`src/rtl/score_tracker.sv`:
```
// score_tracker: BCD score and session high-score bookkeeping for the
// egg-catcher game. Follows the game FSM's run level, adds survival points
// and catch bonuses in BCD with saturation at 9999, latches the high score
// when a game ends and drives the four active-low score displays.
module score_tracker #(
  parameter int unsigned TICKS_PER_POINT = 50_000_000,
  parameter int unsigned BONUS           = 5,
  parameter int unsigned BLINK_TICKS     = 25_000_000
) (
  input  logic        clock,
  input  logic        resetn,
  input  logic        run,
  input  logic        catch_pulse,
  input  logic        show_high,
  output logic [15:0] score_bcd,
  output logic [15:0] high_bcd,
  output logic        new_high,
  output logic [1:0]  state_dbg,
  output logic [6:0]  hex0,
  output logic [6:0]  hex1,
  output logic [6:0]  hex2,
  output logic [6:0]  hex3
);

  localparam int unsigned PRESC_W = (TICKS_PER_POINT > 1) ? $clog2(TICKS_PER_POINT) : 1;
  localparam int unsigned BLINK_W = (BLINK_TICKS > 1) ? $clog2(BLINK_TICKS) : 1;
  localparam logic [PRESC_W-1:0] PRESC_LAST = PRESC_W'(TICKS_PER_POINT - 1);
  localparam logic [BLINK_W-1:0] BLINK_LAST = BLINK_W'(BLINK_TICKS - 1);
  localparam logic [4:0] BONUS_INC = 5'(BONUS);

  typedef enum logic [1:0] {
    S_IDLE = 2'b00,
    S_RUN  = 2'b01,
    S_OVER = 2'b10
  } state_t;

  state_t             state_reg, state_next;
  logic [PRESC_W-1:0] presc_reg, presc_next;
  logic [BLINK_W-1:0] blink_cnt_reg, blink_cnt_next;
  logic               blink_on_reg, blink_on_next;
  logic [15:0]        score_reg, score_next;
  logic [15:0]        high_reg, high_next;
  logic               new_high_reg, new_high_next;

  logic        point_tick;
  logic        add_en;
  logic        enter_run;
  logic        leave_run;
  logic [4:0]  inc;
  logic [15:0] sum_bcd;
  logic        sum_overflow;
  logic        blank_all;
  logic [15:0] disp_bcd;
  logic [6:0]  hex_seg [4];

  // Both IDLE and OVER start a new game on run; a game ends when run drops.
  assign enter_run  = (state_reg != S_RUN) && run;
  assign leave_run  = (state_reg == S_RUN) && !run;
  // Points are only earned while the game is still running this cycle, so
  // nothing is added on the edge that ends the game.
  assign add_en     = (state_reg == S_RUN) && run;
  assign point_tick = (state_reg == S_RUN) && (presc_reg == PRESC_LAST);
  assign inc        = {4'b0000, point_tick} + (catch_pulse ? BONUS_INC : 5'd0);

  // Game state: next-state selection from the run level.
  always_comb begin
    state_next = state_reg;
    case (state_reg)
      S_IDLE:  if (run)  state_next = S_RUN;
      S_RUN:   if (!run) state_next = S_OVER;
      S_OVER:  if (run)  state_next = S_RUN;
      default: state_next = S_IDLE;
    endcase
  end

  // Per-digit BCD add of the increment; a carry out of the thousands digit saturates.
  always_comb begin
    logic [4:0] dsum;
    logic       carry;
    sum_bcd = '0;
    carry   = 1'b0;
    dsum    = '0;
    for (int i = 0; i < 4; i++) begin
      dsum  = {1'b0, score_reg[4*i +: 4]} + ((i == 0) ? inc : {4'b0000, carry});
      carry = (dsum > 5'd9);
      sum_bcd[4*i +: 4] = carry ? 4'(dsum - 5'd10) : dsum[3:0];
    end
    sum_overflow = carry;
  end

  // Prescaler, blink phase, score and high-score next values.
  always_comb begin
    presc_next     = '0;
    blink_cnt_next = '0;
    blink_on_next  = 1'b1;
    score_next     = score_reg;
    high_next      = high_reg;
    new_high_next  = new_high_reg;

    // Prescaler only runs inside a live game; everywhere else it sits at zero.
    if (add_en && !point_tick) begin
      presc_next = presc_reg + PRESC_W'(1);
    end

    // Blink phase free-runs in OVER and restarts "on" whenever OVER is entered.
    if ((state_reg == S_OVER) && !run) begin
      if (blink_cnt_reg == BLINK_LAST) begin
        blink_cnt_next = '0;
        blink_on_next  = !blink_on_reg;
      end else begin
        blink_cnt_next = blink_cnt_reg + BLINK_W'(1);
        blink_on_next  = blink_on_reg;
      end
    end

    if (enter_run || (state_reg == S_IDLE)) begin
      score_next = '0;
    end else if (add_en) begin
      score_next = sum_overflow ? 16'h9999 : sum_bcd;
    end

    if (enter_run) begin
      new_high_next = 1'b0;
    end

    // Valid BCD orders numerically the same as its packed binary value.
    if (leave_run && (score_reg > high_reg)) begin
      high_next     = score_reg;
      new_high_next = 1'b1;
    end
  end

  // State and counter registers.
  always_ff @(posedge clock) begin
    if (!resetn) begin
      state_reg     <= S_IDLE;
      presc_reg     <= '0;
      blink_cnt_reg <= '0;
      blink_on_reg  <= 1'b1;
    end else begin
      state_reg     <= state_next;
      presc_reg     <= presc_next;
      blink_cnt_reg <= blink_cnt_next;
      blink_on_reg  <= blink_on_next;
    end
  end

  // Score registers; reset is the only way to clear the high score.
  always_ff @(posedge clock) begin
    if (!resetn) begin
      score_reg    <= '0;
      high_reg     <= '0;
      new_high_reg <= 1'b0;
    end else begin
      score_reg    <= score_next;
      high_reg     <= high_next;
      new_high_reg <= new_high_next;
    end
  end

  assign score_bcd = score_reg;
  assign high_bcd  = high_reg;
  assign new_high  = new_high_reg;
  assign state_dbg = state_reg;

  // Only a fresh high score blinks, and only after the game is over.
  assign blank_all = (state_reg == S_OVER) && new_high_reg && !blink_on_reg;
  assign disp_bcd  = show_high ? high_reg : score_reg;

  genvar gi;
  generate
    for (gi = 0; gi < 4; gi++) begin : g_digit
      // Active-low seven-segment decode of one digit; non-BCD codes blank.
      always_comb begin
        hex_seg[gi] = 7'b1111111;
        if (!blank_all) begin
          case (disp_bcd[4*gi +: 4])
            4'd0:    hex_seg[gi] = 7'b1000000;
            4'd1:    hex_seg[gi] = 7'b1111001;
            4'd2:    hex_seg[gi] = 7'b0100100;
            4'd3:    hex_seg[gi] = 7'b0110000;
            4'd4:    hex_seg[gi] = 7'b0011001;
            4'd5:    hex_seg[gi] = 7'b0010010;
            4'd6:    hex_seg[gi] = 7'b0000010;
            4'd7:    hex_seg[gi] = 7'b1111000;
            4'd8:    hex_seg[gi] = 7'b0000000;
            4'd9:    hex_seg[gi] = 7'b0010000;
            default: hex_seg[gi] = 7'b1111111;
          endcase
        end
      end
    end
  endgenerate

  assign hex0 = hex_seg[0];
  assign hex1 = hex_seg[1];
  assign hex2 = hex_seg[2];
  assign hex3 = hex_seg[3];

endmodule

```
`config.mk`:
```
export PLATFORM = sky130hd
export DESIGN_NAME = score_tracker
export DESIGN_NICKNAME = d
export VERILOG_FILES = /design/src/rtl/score_tracker.sv
export SDC_FILE = /design/constraint.sdc
export NUM_CORES = 1
export LEC_CHECK = 0
export CORE_ASPECT_RATIO = 0.9
export CORE_MARGIN = 4
export CORE_UTILIZATION = 56
export CTS_BUF_LIST = sky130_fd_sc_hd__clkbuf_4 sky130_fd_sc_hd__clkbuf_8 sky130_fd_sc_hd__clkbuf_16
export DETAILED_ROUTE_END_ITERATION = 10
export DONT_BUFFER_PORTS = 1
export PLACE_DENSITY_LB_ADDON = 0.25
export SETUP_SLACK_MARGIN = 0.05
export SLEW_MARGIN = 10
export SYNTH_ARGS = -nofsm -noshare
export SYNTH_HDL_FRONTEND = slang
export SYNTH_SLANG_ARGS = --single-unit
export TNS_END_PERCENT = 100
```
`constraint.sdc`:
```
create_clock -name clock -period 12.5 [get_ports clock]
set_input_delay 3.75 -clock clock [delete_from_list [all_inputs] [get_ports clock]]
set_output_delay 3.75 -clock clock [all_outputs]
set_load 0.05 [all_outputs]
```
==> results.rst, run 1 <==
.. list-table::
   :header-rows: 1

   * - Metric
     - Value
   * - Run status
     - completed
   * - Clock period minus worst slack
     - 9.23 ns
   * - Estimated wirelength of the detail-placed design
     - between 9000 and 10000 µm
   * - Syn nets
     - 758
   * - Share of the clock period used by the worst path after layout
     - 0.738
   * - Initial antenna violation count
     - 0
   * - Setup TNS after final layout
     - 0 ns
   * - EDFF count, synth
     - 0
   * - Post-synth design cell area
     - 0.00569 mm²
   * - I/O pin cnt
     - slightly below 70
   * - CP Class
     - in -> reg
   * - Xor-xnor portion of the synthesized cell area
     - 0.0800
   * - Clock-pin slew reported for the worst setup and hold paths after clock tree synthesis
     - 0.06 ns
   * - Most area-hungry cell type in the Yosys netlist
     - sky130_fd_sc_hd__dfxtp_1
   * - Worst supply voltage drop on vdd
     - ~0.064 mV
   * - Simple-gate portion of the synthesized area
     - 0.238
   * - Routed vias
     - between 4000 and 5000
   * - Total gr overflow
     - 0
   * - Via count of the first global-routing pass
     - 4618
   * - Internal power of the cells
     - about 0.45 mW
   * - Number of hold-slack violations in the final timing report
     - 0
   * - Fill cell instance count of the final layout
     - 851
   * - Hold Crit Class
     - reg -> reg
   * - Number of antenna diodes
     - 0
   * - Setup slack after placement
     - between 3 and 4 ns
   * - Floorplan die height
     - around 100 µm
   * - Max cap viols
     - 0
   * - Share of cells above drive strength 1
     - 0.0636
   * - Number of input and output port buffers inserted
     - 0
   * - Count of distinct cell types in the synthesized netlist
     - 63
   * - Hold slack
     - between 0.4 and 0.5 ns
   * - Element type at the critical path start
     - input port
   * - Switching power as a share of total power
     - 0.224
   * - Clock power share
     - 0.478
   * - Source-to-sink clock delay at the later pin of the worst-skew pair
     - 0.33 ns
   * - Wire length per cell after detailed routing
     - roughly 16 µm
   * - P&R area growth vs syn
     - 5.85%
   * - Row Count
     - 34
   * - Max Fanout on Critical Path
     - 10
   * - Resized Gates After CTS
     - 0
   * - Clock sink count
     - 87
   * - Remaining max-slew budget at the tightest pin
     - 0.355
   * - Setup fix buffers added after clock tree synthesis
     - 0
   * - Post-Syn Area per Cell
     - roughly 8 µm²
   * - Sequential cell fraction of total power
     - 0.486
   * - Clock tree from TritonCTS
     - done
   * - Gate power share
     - 0.036
   * - Met2 demand-to-capacity share in global routing
     - 0.357
   * - Crit path setup slack, layout
     - between 3 and 4 ns
   * - Leak
     - between 2 and 2.5 nW
   * - Area fraction in compound gates after synthesis
     - 0.159
   * - Final total power
     - roughly 0.58 mW
   * - Number of flip-flops in the largest register
     - 26
   * - Starting Density
     - 0.582
   * - Most used routing layer in global routing
     - met2
   * - Level count of the clock H-tree
     - 3
   * - M3 GR Usage
     - 0.0385
   * - Final clock skew
     - 0.00960 ns
   * - Total detailed-routing wirelength
     - about 13000 µm
   * - Number of warnings issued by yosys
     - 0
   * - Post-Synth Adder-Cell Area
     - 0.111
   * - Share of synthesized flip-flops with an asynchronous set or reset
     - 0
   * - Clock tree buffer depth
     - 2
   * - Critical Path RT
     - between 10 and 15 ns
   * - Number of storage elements in the synthesis netlist
     - 87
   * - Overall die area
     - between 0.01 and 0.015 mm²
   * - Routed vias/inst
     - ~6.0
   * - Final estimated routing congestion in global placement
     - 0.915
   * - Floorplan Core Area
     - around 0.01 mm²
   * - Final net count
     - roughly 740
   * - Signal arrival time at the worst endpoint
     - 9.45 ns
   * - Number of antenna-violating nets in the routed design
     - 0
   * - Detailed-router iteration count before antenna repair
     - 5
   * - Iter 0 DRT Violations
     - 242
   * - Dominant combinational cell family by area after synthesis
     - simple AND/OR/NAND/NOR gates
   * - Count of placed standard cells including taps
     - ~800
   * - Final setup violation count
     - 0
   * - Fraction of synthesized cell area taken by the top area cell type
     - 0.306
   * - Most used DFF post-synth
     - sky130_fd_sc_hd__dfxtp_1
   * - Unrepaired setup endpoints after global routing
     - no
   * - Tot GR Track Use
     - 0.211
   * - Global-route wire length before repair
     - roughly 21000 µm
   * - Final cell count without fillers
     - ~820
   * - Chip width
     - around 110 µm
   * - Slew at the pin closest to its max-slew limit
     - 0.961 ns
   * - Kind of end point of the critical path
     - register
   * - Max-slew violation count
     - 0
   * - Max Clock Freq
     - 108 MHz
   * - Number of clock buffers inserted by TritonCTS
     - 9
   * - Pin count of the biggest net entering global routing
     - 29
   * - CTS Hold Bufs
     - 0
   * - Psw
     - 0.130 mW
   * - Register-to-register path setup slack
     - 5.31 ns
   * - PD cells
     - just under 100 mW/mm²
   * - CTS Root Cell
     - sky130_fd_sc_hd__clkbuf_16
   * - Cells after synthesis
     - 703
   * - Routing usage on met1
     - 0.276
   * - DRC violations left
     - 0
   * - Proportion of synthesized chip area in sequential cells
     - 0.306
   * - Leading post-synthesis cells by cell area
     - sky130_fd_sc_hd__dfxtp_1, sky130_fd_sc_hd__ha_1, sky130_fd_sc_hd__nor2_1
   * - Post-synthesis mux area share
     - 0.0528
## area by class of cell
| class | instances | area (µm²) | share of cell area |
|---|---|---|---|
| clock buffer | 11 | 253 | 0.0420 |
| clock inverter | 4 | 52.6 | 0.00872 |
| inverter | 40 | 150 | 0.0249 |
| multi-input combinational | 547 | 3650 | 0.605 |
| sequential | 87 | 1740 | 0.289 |
| tap | 126 | 158 | 0.0262 |
| timing repair buffer | 3 | 22.5 | 0.00374 |
## cell usage after synthesis, types with 11 or more instances
cell / count
sky130_fd_sc_hd__nor2_1: 99
sky130_fd_sc_hd__dfxtp_1: 87
sky130_fd_sc_hd__nand2_1: 70
sky130_fd_sc_hd__ha_1: 49
sky130_fd_sc_hd__o21ai_0: 45
sky130_fd_sc_hd__inv_1: 40
sky130_fd_sc_hd__xnor2_1: 34
sky130_fd_sc_hd__a21oi_1: 32
sky130_fd_sc_hd__nand3_1: 24
sky130_fd_sc_hd__mux2i_1: 21
sky130_fd_sc_hd__a22o_1: 18
sky130_fd_sc_hd__xor2_1: 18
sky130_fd_sc_hd__clkbuf_1: 15
sky130_fd_sc_hd__nand4_1: 13
sky130_fd_sc_hd__nor3_1: 11
## placed cells by master (no fill, tap or decap), types with 3 or more instances in the layout
| master | n |
|---|---|
| sky130_fd_sc_hd__a22oi_1 | 3 |
| sky130_fd_sc_hd__a32o_1 | 3 |
| sky130_fd_sc_hd__o21bai_1 | 5 |
| sky130_fd_sc_hd__nor4_1 | 7 |
| sky130_fd_sc_hd__nand4_1 | 13 |
| sky130_fd_sc_hd__o22ai_1 | 3 |
| sky130_fd_sc_hd__o21ai_0 | 29 |
| sky130_fd_sc_hd__xor2_1 | 18 |
| sky130_fd_sc_hd__nand2_1 | 70 |
| sky130_fd_sc_hd__a21oi_1 | 32 |
| sky130_fd_sc_hd__nand2b_1 | 5 |
| sky130_fd_sc_hd__o221a_2 | 4 |
| sky130_fd_sc_hd__nand3_1 | 24 |
| sky130_fd_sc_hd__nor2_1 | 99 |
| sky130_fd_sc_hd__or3_1 | 5 |
| sky130_fd_sc_hd__dfxtp_1 | 87 |
| sky130_fd_sc_hd__o21ai_1 | 18 |
| sky130_fd_sc_hd__and2_1 | 6 |
| sky130_fd_sc_hd__mux2_2 | 8 |
| sky130_fd_sc_hd__and3_1 | 10 |
| sky130_fd_sc_hd__xnor2_1 | 34 |
| sky130_fd_sc_hd__and4_1 | 4 |
| sky130_fd_sc_hd__a22o_1 | 18 |
| sky130_fd_sc_hd__buf_4 | 3 |
| sky130_fd_sc_hd__ha_1 | 49 |
| sky130_fd_sc_hd__nor3_1 | 11 |
| sky130_fd_sc_hd__inv_1 | 40 |
| sky130_fd_sc_hd__mux2i_1 | 21 |
| sky130_fd_sc_hd__nor3_2 | 3 |
| sky130_fd_sc_hd__o211ai_1 | 3 |
| sky130_fd_sc_hd__a211oi_1 | 4 |
| sky130_fd_sc_hd__clkbuf_16 | 9 |
## kinds of logic (layout without fill, tap and decap cells)
| family | after synthesis | count (layout) |
|---|---|---|
| AOI/OAI and AO/OA | 138 | 138 |
| adders and majority gates | 50 | 50 |
| DFF | 87 | 87 |
| muxes | 29 | 29 |
| and+or+nand+nor | 278 | 278 |
| xor gates and xnor gates | 52 | 52 |
| buffers and inverters | 69 | 58 |
## final timing paths
kind	startpoint	end	depth (start not counted)
worst max register to register	state_dbg[1]	score_bcd[6]	24
worst max-delay path	catch_pulse	score_bcd[6]	21
worst min-delay path	presc_reg[0]	presc_reg[0]	1
worst min register to register	presc_reg[0]	presc_reg[0]	1
## metal layers
metal,routed length [µm],vias to the layer above
li1,-,2419
met1,5820,2343
met2,6130,146
met3,810,13
met4,141,0
met5,0,-
## per-stage QoR
stage | cell area, µm² | utilization
2_1_floorplan | 5690 | -
3_3_place_gp | 5720 | 0.585
3_5_place_dp | 5720 | 0.585
4_1_cts | 6020 | 0.616
5_1_grt | 6020 | 0.616
6_report | 6020 | 0.616
## worst max-delay path, cell delays in order
cell	delay, ns
sky130_fd_sc_hd__fa_1	0.45
sky130_fd_sc_hd__ha_1	0.25
sky130_fd_sc_hd__xor2_1	0.22
sky130_fd_sc_hd__o32ai_1	0.50
sky130_fd_sc_hd__inv_1	0.09
sky130_fd_sc_hd__ha_1	0.24
sky130_fd_sc_hd__ha_1	0.40
sky130_fd_sc_hd__inv_1	0.12
sky130_fd_sc_hd__a211o_1	0.26
sky130_fd_sc_hd__a22oi_1	0.25
sky130_fd_sc_hd__ha_1	0.28
sky130_fd_sc_hd__ha_1	0.26
sky130_fd_sc_hd__inv_1	0.12
sky130_fd_sc_hd__a211o_1	0.29
sky130_fd_sc_hd__a22oi_1	0.28
sky130_fd_sc_hd__ha_1	0.25
sky130_fd_sc_hd__ha_1	0.26
sky130_fd_sc_hd__nor2_1	0.08
sky130_fd_sc_hd__a22oi_1	0.69
sky130_fd_sc_hd__nor2_1	0.15
sky130_fd_sc_hd__a32o_1	0.25
## power by group through the flow
stage | clock, mW | sequential (mW) | combinational, mW
floorplan | 0 | 0.288 | 0.0193
global placement | 0 | 0.288 | 0.0202
detailed placement | 0 | 0.288 | 0.0207
CTS | 0.281 | 0.282 | 0.0209
global route | 0.293 | 0.282 | 0.0226
finish | 0.278 | 0.282 | 0.0209
Note: power is estimated with default switching activity, not from simulation.
==> run 2, diff against run 1 <==
- clock period: 12.5 -> 8.8 ns (I/O delays scaled with it)
==> run 2 against run 1 <==
  * Largest power group unchanged
  * Power grew 40%
  * Critical endpoint is now score_bcd[5]
  * Sequential share of layout area down 0.066 points
  * Non-clock buffer count increased by 3
  * Critical path depth rose by 2
  * Highest routed layer unchanged
==> results.rst, run 2 (same netlist as run 1, synthesis figures left out) <==
.. list-table::
   :header-rows: 1

   * - Metric
     - Value
   * - Run status
     - completed
   * - Overall die area
     - 0.0118 mm² (unchanged)
   * - Sink of the worst hold path
     - presc_reg[0]
   * - Row Count
     - 34 (unchanged)
   * - Setup TNS after final layout
     - 0 ns (unchanged)
   * - Number of antenna-violating nets in the routed design
     - 0 (unchanged)
   * - Max Clock Freq
     - roughly 120 MHz
   * - Fill cell instance count of the final layout
     - 851 (unchanged)
   * - Total detailed-routing wirelength
     - 12700 µm (-1.8%)
   * - Signal arrival time at the worst endpoint
     - 8.28 ns (-1.17 ns)
   * - Element type at the critical path start
     - input port
   * - Number of input and output port buffers inserted
     - 0 (unchanged)
   * - Detailed-router iteration count before antenna repair
     - 4 (-1)
   * - Count of cells along the worst hold path
     - 1 (unchanged)
   * - Unrepaired setup endpoints after global routing
     - no
   * - Iter 0 DRT Violations
     - 277 (+14%)
   * - Source-to-sink clock delay at the later pin of the worst-skew pair
     - 0.34 ns (about the same)
   * - Via count of the first global-routing pass
     - 4629 (+0.24%)
   * - Chip width
     - 114 µm (unchanged)
   * - Wire length per cell after detailed routing
     - 15.4 µm (-2.3%)
   * - Count of placed standard cells including taps
     - 806 (+0.37%)
   * - CTS Root Cell
     - sky130_fd_sc_hd__clkbuf_16
   * - Pin count of the biggest net entering global routing
     - 29 (unchanged)
   * - Worst stage delay on the critical path
     - 0.50 ns (-0.19 ns)
   * - Routed vias
     - 4889 (-0.65%)
   * - Final net count
     - 746 (+0.40%)
   * - Leak
     - 2.41 nW (about the same)
   * - P&R area growth vs syn
     - 6.09%
   * - Floorplan Core Area
     - 0.00978 mm² (unchanged)
   * - Global-route wire length before repair
     - 21300 µm (+0.42%)
   * - Number of clock buffers inserted by TritonCTS
     - 9 (unchanged)
   * - Endpoint of the most critical register-to-register path
     - score_bcd[5]
   * - Share of cells above drive strength 1
     - 0.0690 (+0.00538)
   * - Max-slew violation count
     - 0 (unchanged)
   * - Total gr overflow
     - 0 (unchanged)
   * - Register-to-register path setup slack
     - 1.75 ns (-3.56 ns)
   * - Starting Density
     - 0.582 (unchanged)
   * - Most frequent cell on the critical path
     - sky130_fd_sc_hd__ha_1
   * - Resized Gates After CTS
     - 0 (unchanged)
   * - Most used cells in the layout excluding fill and tap cells
     - sky130_fd_sc_hd__nor2_1, sky130_fd_sc_hd__dfxtp_1, sky130_fd_sc_hd__nand2_1
   * - Share of the clock period used by the worst path after layout
     - 0.911
   * - Slew at the pin closest to its max-slew limit
     - 0.956 ns (-0.00526 ns)
   * - Clock sink count
     - 87 (unchanged)
   * - Tot GR Track Use
     - 0.212 (+0.000978)
   * - Final setup violation count
     - 0 (unchanged)
   * - Start point of the worst hold path
     - presc_reg[0]
   * - Worst supply voltage drop on vdd
     - 0.0887 mV (+39%)
   * - Clock-pin slew reported for the worst setup and hold paths after clock tree synthesis
     - 0.06 ns (about the same)
   * - CTS Hold Bufs
     - 0 (unchanged)
   * - CP Class
     - in -> reg
   * - Initial antenna violation count
     - 0 (unchanged)
   * - Kind of end point of the critical path
     - register
   * - Floorplan die height
     - 104 µm (unchanged)
   * - Max cap viols
     - 0 (unchanged)
   * - Final estimated routing congestion in global placement
     - 0.916 (about the same)
   * - Clock tree from TritonCTS
     - done
   * - Critical Path RT
     - 9.06 ns (-3.66 ns)
   * - Top cell family by delay on the critical path
     - adder cells
   * - Clock period minus worst slack
     - 8.01 ns
   * - Slowest cell on the critical path
     - sky130_fd_sc_hd__o32ai_1
   * - Hold Crit Class
     - reg -> reg
   * - Remaining max-slew budget at the tightest pin
     - 0.358 (+0.00353)
   * - Number of antenna diodes
     - 0 (unchanged)
   * - Estimated wirelength of the detail-placed design
     - 9450 µm (-2.4%)
   * - Number of hold-slack violations in the final timing report
     - 0 (unchanged)
   * - Launch point of the worst reg-to-reg path
     - state_dbg[1]
   * - Crit path buf inv count
     - 4 (+1)
   * - Final cell count without fillers
     - 822 (+0.49%)
   * - Clock tree buffer depth
     - 2 (unchanged)
   * - Max Fanout on Critical Path
     - 10 (unchanged)
   * - Final clock skew
     - 0.00859 ns (-0.00101 ns)
   * - Number of flip-flops in the largest register
     - 26 (unchanged)
   * - Level count of the clock H-tree
     - 3 (unchanged)
   * - Setup fix buffers added after clock tree synthesis
     - 0 (unchanged)
   * - Core Util, Final
     - 0.617 (+0.00141)
   * - Length in cells of the worst reg-to-reg path
     - 26 (+8.3%)
   * - Cells along the critical path
     - fa_1 -> ha_1 -> xor2_1 -> o32ai_1 -> inv_1 -> ha_1 -> ha_1 -> inv_1 -> a211o_1 -> a22oi_1 -> ha_1 -> ha_1 -> inv_1 -> a211o_1 -> a22oi_1 -> ha_1 -> ha_1 -> nand2_1 -> o21ai_0 -> a22oi_1 -> buf_4 -> or2_2 -> o22ai_1
   * - I/O pin cnt
     - 68 (unchanged)
   * - Routed vias/inst
     - 5.95 (-1.1%)
   * - Crit. Startpoint
     - catch_pulse
   * - PD cells
     - 135 mW/mm² (+40%)
   * - Most common cell after layout, fill and taps aside
     - sky130_fd_sc_hd__nor2_1
   * - DRC violations left
     - 0 (unchanged)
run 2: cell count changes in the layout (fill, tap and decap cells not counted):
cell                         delta
sky130_fd_sc_hd__inv_6          -1
sky130_fd_sc_hd__buf_4          +3
sky130_fd_sc_hd__clkinvlp_4     +3
sky130_fd_sc_hd__clkinv_2       +1
sky130_fd_sc_hd__clkbuf_8       -2
run 2: routing by layer:
metal / global-route usage / routed length, µm / vias to the layer above
met5: 0 / 0 / -
met2: 0.346 / 5870 / 134
met3: 0.0379 / 832 / 18
met1: 0.280 / 5760 / 2299
li1: - / - / 2438
met4: 0.0772 / 208 / 0
run 2: power breakdown:
group	leakage (nW)	switching (mW)	internal, mW	total [mW]
Sequential	0.701	0.00519	0.395	0.400
Clock	0.138	0.163	0.220	0.383
Combinational	1.57	0.0206	0.00999	0.0305
run 2: metrics by stage:
stage / power (mW) / setup WS (ns) / cell area (µm²) / hold WS, ns
CTS: 0.817 / 0.841 / 6040 / 0.470
floorplan: 0.436 / 1.17 / 5690 / 0.429
global placement: 0.438 / 0.923 / 5740 / 0.443
finish: 0.813 / 0.787 / 6040 / 0.469
global route: 0.840 / 0.443 / 6040 / 0.503
detailed placement: 0.439 / 0.512 / 5740 / 0.456
run 2: worst register-to-register path: cells and delay by family, from the launching register on:
| family | cells | cell delay [ns] |
|---|---|---|
| adders and majority gates | 8 | 2.40 |
| and+or+nand+nor | 5 | 0.98 |
| AOI/OAI and AO/OA | 8 | 2.11 |
| buffers and inverters | 4 | 0.51 |
| xor gates and xnor gates | 1 | 0.22 |
| DFF | 1 | 0.78 |
run 2: final cells by class:
cell class,instances,area [µm²],share of cell area
repair buffers,6,45.0,0.00746
inverters,40,150,0.0249
multi-input cells,547,3650,0.604
clock inverters,7,71.3,0.0118
well taps,126,158,0.0261
clock buffers,9,225,0.0373
flip-flops and latches,87,1740,0.288
run 2: worst max path at each step:
stage               cells past startpoint            end  slack (ns)
floorplan                              21  score_bcd[10]        1.17
global placement                       23   score_bcd[9]        0.92
detailed placement                     23   score_bcd[5]        0.51
CTS                                    23   score_bcd[5]        0.84
global route                           23   score_bcd[5]        0.44
finish                                 23   score_bcd[5]        0.79
==> run 3, diff against run 2 <==
- PLACE_DENSITY: unset -> 0.68
- PLACE_DENSITY_LB_ADDON: 0.25 -> unset
==> run 3 against run 2 <==
  * Flip-flop and latch count unchanged
  * Clock power about the same
  * Worst setup slack worse by 0.25 ns
  * Largest cell class unchanged
  * Design area fell by 0.39%
==> results.rst, run 3 (same netlist as run 1, synthesis figures left out) <==
.. list-table::
   :header-rows: 1

   * - Metric
     - Value
   * - Level count of the clock H-tree
     - 3 (unchanged)
   * - Most frequent cell on the critical path
     - sky130_fd_sc_hd__ha_1
   * - Setup fix buffers added after clock tree synthesis
     - 0 (unchanged)
   * - Hold Crit Class
     - reg -> reg
   * - Run status
     - completed
   * - Global-route wire length before repair
     - 21400 µm (+0.81%)
   * - Slew at the pin closest to its max-slew limit
     - 0.959 ns (+0.00265 ns)
   * - DRC violations left
     - 0 (unchanged)
   * - Final setup violation count
     - 0 (unchanged)
   * - Final estimated routing congestion in global placement
     - 0.911 (-0.57%)
   * - CTS Root Cell
     - sky130_fd_sc_hd__clkbuf_16
   * - Post-route cell area
     - 0.00601 mm² (-0.39%)
   * - Wire length per cell after detailed routing
     - 15.5 µm (+0.64%)
   * - Clock tree from TritonCTS
     - done
   * - Cell area reported after detailed placement
     - 0.00571 mm² (-0.52%)
   * - Seq. cell area
     - 0.00174 mm² (unchanged)
   * - Detailed-router iteration count before antenna repair
     - 5 (+1)
   * - Resized Gates After CTS
     - 0 (unchanged)
   * - Final clock skew
     - 0.0111 ns (+0.00249 ns)
   * - Total gr overflow
     - 0 (unchanged)
   * - Most common cell after layout, fill and taps aside
     - sky130_fd_sc_hd__nor2_1
   * - Pin count of the biggest net entering global routing
     - 29 (unchanged)
   * - Number of hold-slack violations in the final timing report
     - 0 (unchanged)
   * - Number of flip-flops in the largest register
     - 26 (unchanged)
   * - Slowest cell on the critical path
     - sky130_fd_sc_hd__a22oi_1
   * - Final net count
     - 742 (-0.54%)
   * - Via count of the first global-routing pass
     - 4583 (-0.99%)
   * - Max Clock Freq
     - 121 MHz (-3.1%)
   * - Iter 0 DRT Violations
     - 346 (+25%)
   * - Unrepaired setup endpoints after global routing
     - no
   * - Number of input and output port buffers inserted
     - 0 (unchanged)
   * - Worst stage delay on the critical path
     - 0.72 ns (+0.22 ns)
   * - Row Count
     - 34 (unchanged)
   * - Number of antenna diodes
     - 0 (unchanged)
   * - Total detailed-routing wirelength
     - 12700 µm (about the same)
   * - Remaining max-slew budget at the tightest pin
     - 0.357 (-0.00178)
   * - Clock tree buffer depth
     - 2 (unchanged)
   * - Element type at the critical path start
     - input port
   * - Estimated wirelength of the detail-placed design
     - 9460 µm (+0.11%)
   * - Top cell family by delay on the critical path
     - compound AO/OA/AOI/OAI gates
   * - Crit path buf inv count
     - 3 (-1)
   * - Max Fanout on Critical Path
     - 10 (unchanged)
   * - Floorplan die height
     - 104 µm (unchanged)
   * - Leak
     - 2.40 nW (-0.44%)
   * - Starting Density
     - 0.582 (unchanged)
   * - Share of the clock period used by the worst path after layout
     - 0.940 (+0.0290)
   * - Routed vias
     - 4870 (-0.39%)
   * - Critical Path RT
     - 9.02 ns (-0.04 ns)
   * - Number of clock buffers inserted by TritonCTS
     - 9 (unchanged)
   * - Clock period minus worst slack
     - 8.27 ns (+0.255 ns)
   * - Signal arrival time at the worst endpoint
     - 8.49 ns (+0.21 ns)
   * - Fill cell instance count of the final layout
     - 883 (+3.8%)
   * - Routed vias/inst
     - 5.96 (+0.22%)
   * - Area used by multi-input combinational logic
     - 0.00365 mm² (unchanged)
   * - Tot GR Track Use
     - 0.214 (+0.00120)
   * - Number of antenna-violating nets in the routed design
     - 0 (unchanged)
   * - I/O pin cnt
     - 68 (unchanged)
   * - CTS Hold Bufs
     - 0 (unchanged)
   * - Clock sink count
     - 87 (unchanged)
   * - Max cap viols
     - 0 (unchanged)
   * - Kind of end point of the critical path
     - register
   * - Worst supply voltage drop on vdd
     - 0.112 mV (+26%)
   * - Floorplan Core Area
     - 0.00978 mm² (unchanged)
   * - Share of cells above drive strength 1
     - 0.0622 (-0.00674)
   * - Chip width
     - 114 µm (unchanged)
   * - Clock-pin slew reported for the worst setup and hold paths after clock tree synthesis
     - 0.06 ns (about the same)
   * - Overall die area
     - 0.0118 mm² (unchanged)
   * - Max-slew violation count
     - 0 (unchanged)
   * - Cells along the critical path
     - fa_1 -> ha_1 -> xor2_1 -> o32ai_1 -> inv_1 -> ha_1 -> ha_1 -> inv_1 -> a211o_1 -> a22oi_1 -> ha_1 -> ha_1 -> inv_1 -> a211o_1 -> a22oi_1 -> ha_1 -> ha_1 -> nor2_1 -> a22oi_1 -> nor2_1 -> a32o_1
   * - PD cells
     - 136 mW/mm² (+0.72%)
   * - CP Class
     - in -> reg
   * - P&R area growth vs syn
     - 5.67%
   * - Final total power
     - 0.816 mW (+0.32%)
   * - Initial antenna violation count
     - 0 (unchanged)
   * - Setup TNS after final layout
     - 0 ns (unchanged)
   * - Most used cells in the layout excluding fill and tap cells
     - sky130_fd_sc_hd__nor2_1, sky130_fd_sc_hd__dfxtp_1, sky130_fd_sc_hd__nand2_1
   * - Source-to-sink clock delay at the later pin of the worst-skew pair
     - 0.34 ns (about the same)
## run 3: cell types whose count changed in the layout (fill, tap and decap cells not counted)
cell,change
sky130_fd_sc_hd__buf_4,-4
sky130_fd_sc_hd__clkbuf_4,+1
sky130_fd_sc_hd__clkbuf_8,+2
sky130_fd_sc_hd__clkinv_2,-1
sky130_fd_sc_hd__clkinvlp_4,-2
sky130_fd_sc_hd__inv_6,-1
## run 3: routing by layer
layer  track usage  wire, µm
met1         0.277      5800
met2         0.360      5950
met3        0.0443       792
met4        0.0526       126
met5             0         0
## run 3: path summary, 6_finish.rpt
path / startpoint / to / slack (ns) / cells past startpoint
max: catch_pulse / score_bcd[10] / 0.53 / 21
min: presc_reg[0] / presc_reg[0] / 0.46 / 1
max reg2reg: state_dbg[1] / score_bcd[10] / 1.52 / 24
min reg2reg: presc_reg[0] / presc_reg[0] / 0.46 / 1
## run 3: worst register-to-register path, delay by kind of cell, from the launching register on
family                   cells  cell delay, ns
adder cells (fa/ha/maj)      8            2.41
XOR/XNOR                     1            0.22
AND/OR/NAND/NOR              5            0.84
buffers and inverters        3            0.33
AO/OA/AOI/OAI                7            2.60
flip-flops                   1            0.77
## run 3: final cells by class
| class | count | area share |
|---|---|---|
| Clock buffer | 12 | 0.0433 |
| Inverter | 40 | 0.0250 |
| Clock inverter | 3 | 0.00707 |
| Timing Repair Buffer | 2 | 0.00250 |
| Tap cell | 126 | 0.0262 |
| Multi-Input combinational cell | 547 | 0.606 |
| Sequential cell | 87 | 0.290 |
## run 3: power by group
part	leakage [nW]	internal (mW)	total, mW	switching (mW)
registers	0.701	0.395	0.401	0.00564
clock network	0.148	0.236	0.385	0.149
logic	1.55	0.00951	0.0300	0.0205
total	2.40	0.641	0.816	0.175
## run 3: metrics by stage
step                worst slack, ns  cells   util  hold WS, ns
floorplan                      1.17    703      -        0.429
global placement              0.620    802  0.584        0.449
detailed placement            0.291    802  0.584        0.452
CTS                           0.611    817  0.615        0.465
global route                 0.0658    817  0.615        0.509
finish                        0.532    817  0.615        0.461
